$ cat src/rtl/mem_xfer_ctrl.sv
// ============================================================================
//  Module   : mem_xfer_ctrl
//  Purpose  : Moves V0..Vx between the register file and memory at base I
//             (store Fx55 / load Fx65). Optional I post-increment is enabled
//             with macro MEM_XFER_I_INCREMENT_EN.
//  Revision : 1.0 - initial release
// ============================================================================
`default_nettype none

module mem_xfer_ctrl (
  input  logic         clk,
  input  logic         reset,
  input  logic         start,
  input  logic         dir,
  input  logic [3:0]   last_reg,
  input  logic [11:0]  i_reg,
  input  logic [127:0] reg_file_in,
  input  logic [127:0] mem_read_buffer,
  output logic [11:0]  mem_address,
  output logic [3:0]   mem_counter,
  output logic         mem_write_enable,
  output logic [3:0]   mem_write_count,
  output logic [127:0] mem_write_buffer,
  output logic [127:0] load_data,
  output logic [15:0]  load_mask,
  output logic         load_valid,
  output logic         busy,
  output logic         done
`ifdef MEM_XFER_I_INCREMENT_EN
  ,
  output logic [11:0]  i_update,
  output logic         i_update_valid
`endif
);

  typedef enum logic [2:0] {
    ST_IDLE   = 3'd0,
    ST_STORE  = 3'd1,
    ST_LOAD   = 3'd2,
    ST_SETTLE = 3'd3,
    ST_DONE   = 3'd4
  } state_t;

  state_t         r_state;
  logic [3:0]     r_last;
  logic [11:0]    r_addr;
  logic [3:0]     r_counter;
  logic           r_we;
  logic [127:0]   r_wbuf;
  logic [127:0]   r_load_data;
  logic [15:0]    r_load_mask;
  logic           r_load_valid;
  logic           r_busy;
  logic           r_done;
  logic [15:0]    w_mask;
  logic           w_at_last;

  // Bits 0..x set: shift a full mask right by the number of unused registers.
  assign w_mask    = 16'hFFFF >> (4'd15 - r_last);
  assign w_at_last = (r_counter == r_last);

`ifdef MEM_XFER_I_INCREMENT_EN
  logic [11:0]    r_i_update;
  logic           r_i_update_valid;
`endif

  always_ff @(posedge clk) begin
    if (reset) begin
      r_state      <= ST_IDLE;
      r_last       <= 4'd0;
      r_addr       <= 12'd0;
      r_counter    <= 4'd0;
      r_we         <= 1'b0;
      r_wbuf       <= 128'd0;
      r_load_data  <= 128'd0;
      r_load_mask  <= 16'd0;
      r_load_valid <= 1'b0;
      r_busy       <= 1'b0;
      r_done       <= 1'b0;
`ifdef MEM_XFER_I_INCREMENT_EN
      r_i_update       <= 12'd0;
      r_i_update_valid <= 1'b0;
`endif
    end else begin
      r_done       <= 1'b0;
      r_load_valid <= 1'b0;
`ifdef MEM_XFER_I_INCREMENT_EN
      r_i_update_valid <= 1'b0;
`endif
      case (r_state)
        ST_IDLE: begin
          if (start) begin
            r_last    <= last_reg;
            r_addr    <= i_reg;
            r_wbuf    <= reg_file_in;
            r_counter <= 4'd0;
            r_busy    <= 1'b1;
`ifdef MEM_XFER_I_INCREMENT_EN
            r_i_update <= i_reg + {8'd0, last_reg} + 12'd1;
`endif
            if (dir) begin
              r_state <= ST_STORE;
              r_we    <= 1'b1;
            end else begin
              r_state <= ST_LOAD;
            end
          end
        end

        ST_STORE: begin
          if (w_at_last) begin
            r_we    <= 1'b0;
            r_done  <= 1'b1;
            r_state <= ST_DONE;
`ifdef MEM_XFER_I_INCREMENT_EN
            r_i_update_valid <= 1'b1;
`endif
          end else begin
            r_counter <= r_counter + 4'd1;
          end
        end

        ST_LOAD: begin
          if (w_at_last) begin
            r_state <= ST_SETTLE;
          end else begin
            r_counter <= r_counter + 4'd1;
          end
        end

        // Memory registers its read, so the last byte lands one cycle later.
        ST_SETTLE: begin
          r_load_data  <= mem_read_buffer;
          r_load_mask  <= w_mask;
          r_load_valid <= 1'b1;
          r_done       <= 1'b1;
          r_state      <= ST_DONE;
`ifdef MEM_XFER_I_INCREMENT_EN
          r_i_update_valid <= 1'b1;
`endif
        end

        ST_DONE: begin
          r_busy  <= 1'b0;
          r_state <= ST_IDLE;
        end

        default: begin
          r_we    <= 1'b0;
          r_busy  <= 1'b0;
          r_state <= ST_IDLE;
        end
      endcase
    end
  end

  assign mem_address      = r_addr;
  assign mem_counter      = r_counter;
  assign mem_write_enable = r_we;
  assign mem_write_count  = r_last;
  assign mem_write_buffer = r_wbuf;
  assign load_data        = r_load_data;
  assign load_mask        = r_load_mask;
  assign load_valid       = r_load_valid;
  assign busy             = r_busy;
  assign done             = r_done;
`ifdef MEM_XFER_I_INCREMENT_EN
  assign i_update         = r_i_update;
  assign i_update_valid   = r_i_update_valid;
`endif

endmodule

`default_nettype wire

$ cat config.mk
export PLATFORM = sky130hd
export DESIGN_NAME = mem_xfer_ctrl
export DESIGN_NICKNAME = d
export VERILOG_FILES = /design/src/rtl/mem_xfer_ctrl.sv
export SDC_FILE = /design/constraint.sdc
export NUM_CORES = 1
export LEC_CHECK = 0
export ABC_CLOCK_PERIOD_IN_PS = 3800
export CORE_AREA = 2 2 224 226
export DETAILED_ROUTE_END_ITERATION = 8
export DIE_AREA = 0 0 226 228
export MAX_ROUTING_LAYER = met4
export PLACE_DENSITY_LB_ADDON = 0.2
export SYNTH_ARGS = -nofsm -noshare
export SYNTH_HDL_FRONTEND = slang
export SYNTH_SLANG_ARGS = --single-unit
$ cat constraint.sdc
create_clock -name clk -period 3.8 [get_ports clk]
set_input_delay 0.95 -clock clk [delete_from_list [all_inputs] [get_ports clk]]
set_output_delay 0.95 -clock clk [all_outputs]
set_load 0.01 [all_outputs]
==> metrics <==
status=complete, no violations; RSZ-0062 raised after global routing=no; Port Buffers=between 500 and 600; crit path max fanout=8; CTS H-tree lvls=2; DR iter-0 viols=465; crit path buf inv count=1; initial core utilization=a little over a fifth; die width=226 um; final period utilization=74.15%; Post-synth EDFFs=0; syn nets=approximately 1,600; Slew HR=a little under half; share of the synthesized area in the top cell type=between 50% and 60%; post-cts gate resize count=0; Seq cells post-synth=around 300; fraction of registers with async set/reset=0%; Top delay family on crit path=buffers and inverters; share of post-route cells with drive strength above 1=between 4 and 5%; Worst Max-Slew Pin Slew=0.8061 ns; Max VDD drop=between 0.0003 and 0.0004 V; gpl congestion=approximately 0.8; vias per std cell=4.198; CP cell instances=clkdlybuf4s50_1; HPWL after DPL=roughly 30 mm; synth-to-layout area growth=69.39%; IO Count=roughly 570; area occupied by registers=approximately 0.0060 mm2; count of unique library cells instantiated by Yosys=43; CTS tree=done; drc violations=0; maximum clock insertion buffer count=3; Worst EP arrival=~1.9 ns; total setup buffers inserted after CTS=0; # Max-Cap Violations=0; global-route wire length before repair=between 60 and 70 mm; CP Capture Type=output pin; initial antenna violation count=1; synthesized area=around 0.011 mm2; Root Buffer=clkbuf_16; Core Footprint=between 0.04 and 0.05 mm2; vias=10,670; Seq/Total Area, Yosys=56.24%; Clk pin slew, worst setup/hold paths=about 0.060 ns; Die Ht=~230 um; slowest CP cell=clkdlybuf4s50_1; Fillers=just over 5,000; CP startpoint kind=register; post-route ant nets=0; CP max stage delay=0.70 ns; Max Slew Vio Count=0; Syn Inst Count=around 1,300; largest net degree at the start of global routing=109; cts bufs inserted=37; die area=0.05153 mm2; pwr dens=between 400 and 500 mW/mm2; required time worst endpoint=roughly 2.9 ns; Clock Skews=approximately 0.016 ns; Hold WC Path Type=register to register; row count=82; Final Setup Violations=0; drt first pass iters=5; synth top area cells=dfxtp_1 (56%), nand2_1 (20%), a21oi_1 (13%); Hold-fix buffers, CTS=0; total wire length=about 42 mm; area of the multi-input gates=0.004014 mm2; routed length per instance=approximately 16 um; Critical Setup Path Class=register to output pin; area leader, netlist=dfxtp_1; number of global-route vias before repair=approximately 11,000; min cycle time layout=between 2 and 3 ns; main flop type after synthesis=dfxtp_1; most common library cell in the layout ignoring fill and taps=clkdlybuf4s50_1; Total Nets Final=about 2,100; Synth warnings=0; Leak Pwr=6.265 nW; TritonCTS Sinks=about 300; final hold vios=0; setup TNS=0 ns; Worst-Skew Late Latency=0.53 ns; grt total ovfl=0; Synth Area per Inst=between 8 and 9 um2; most frequent cells in the layout=clkdlybuf4s50_1 (570), nand2_1 (554), dfxtp_1 (299); All-Layer GR Usage=16.04%; fmax=~350 MHz; Post-Route Utilization=a little over a third
==> synthesized netlist by cell type (3+ instances only) <==
| master | instances |
|---|---|
| a21oi_1 | 282 |
| a311oi_1 | 3 |
| buf_2 | 34 |
| buf_4 | 10 |
| buf_6 | 6 |
| buf_8 | 11 |
| clkbuf_1 | 44 |
| dfxtp_1 | 299 |
| nand2_1 | 554 |
| nand3_1 | 3 |
| nor2_1 | 18 |
| nor3_1 | 6 |
| xnor2_1 | 4 |
==> metrics by stage <==
| stage | instances | power (W) | worst slack [ns] | instance area (um2) | hold slack [ns] |
|---|---|---|---|---|---|
| 2_1_floorplan | 1316 | 0.004464 | 1.841 | 10640 | 0.4761 |
| 3_3_place_gp | 2478 | 0.005407 | 0.8563 | 16840 | 0.4408 |
| 3_5_place_dp | 2478 | 0.005428 | 0.8149 | 16840 | 0.4453 |
| 4_1_cts | 2541 | 0.008970 | 0.8783 | 18020 | 0.4532 |
| 5_1_grt | 2542 | 0.009246 | 0.8728 | 18030 | 0.4698 |
| 6_report | 2542 | 0.008799 | 0.9824 | 18030 | 0.4503 |
==> flip-flops by register name, indices dropped and copies added, names as in the netlist, 3 cells and up <==
signal	flops
mem_address	12
r_state	3
load_data	128
mem_write_count	4
mem_write_buffer	128
load_mask	16
mem_counter	4
==> area by class of cell <==
class | count | share of cell area [%]
sequential | 299 | 33.20
multi-input combinational | 911 | 22.27
antenna | 1 | 0.01388
inverter | 1 | 0.02082
timing repair buffer | 595 | 33.29
tap | 672 | 4.664
clock buffer | 54 | 5.823
clock inverter | 9 | 0.7218
==> logic make-up (layout without fill, tap and decap cells) <==
| group | count (synthesis) | count (layout) | synth area share, % |
|---|---|---|---|
| simple gates | 600 | 600 | 22.10 |
| buf+inv | 106 | 659 | 6.078 |
| flops | 299 | 299 | 56.24 |
| other cells | 0 | 1 | 0 |
| xor+xnor | 5 | 5 | 0.4115 |
| mux | 2 | 2 | 0.1881 |
| compound gates | 303 | 303 | 14.86 |
| fa+ha+maj | 1 | 1 | 0.1175 |
==> worst paths after layout <==
| path | start | end | slack, ns | cells past startpoint |
|---|---|---|---|---|
| min | mem_write_buffer[21] | mem_write_buffer[21] | 0.45 | 2 |
| min reg2reg | mem_write_buffer[21] | mem_write_buffer[21] | 0.45 | 2 |
| max reg2reg | r_state[1] | load_data[37] | 1.56 | 4 |
| max | mem_write_count[0] | mem_write_count[0] | 0.98 | 1 |
==> power by group <==
group          internal (W)  switching, W  total (W)
sequential          0.00338      0.000150    0.00353
combinational      0.000907      0.000882    0.00179
clock               0.00211       0.00136    0.00348
==> per-layer routing <==
| metal | GRT usage [%] | routed length (um) | up-vias |
|---|---|---|---|
| met3 | 6.414 | 4043 | 60 |
| met4 | 4.656 | 1042 | 0 |
| met5 | - | 0 | - |
| met2 | 26.62 | 19890 | 365 |
| li1 | - | - | 5313 |
| met1 | 17.62 | 16750 | 4933 |
(Power assumes the default switching activity.)
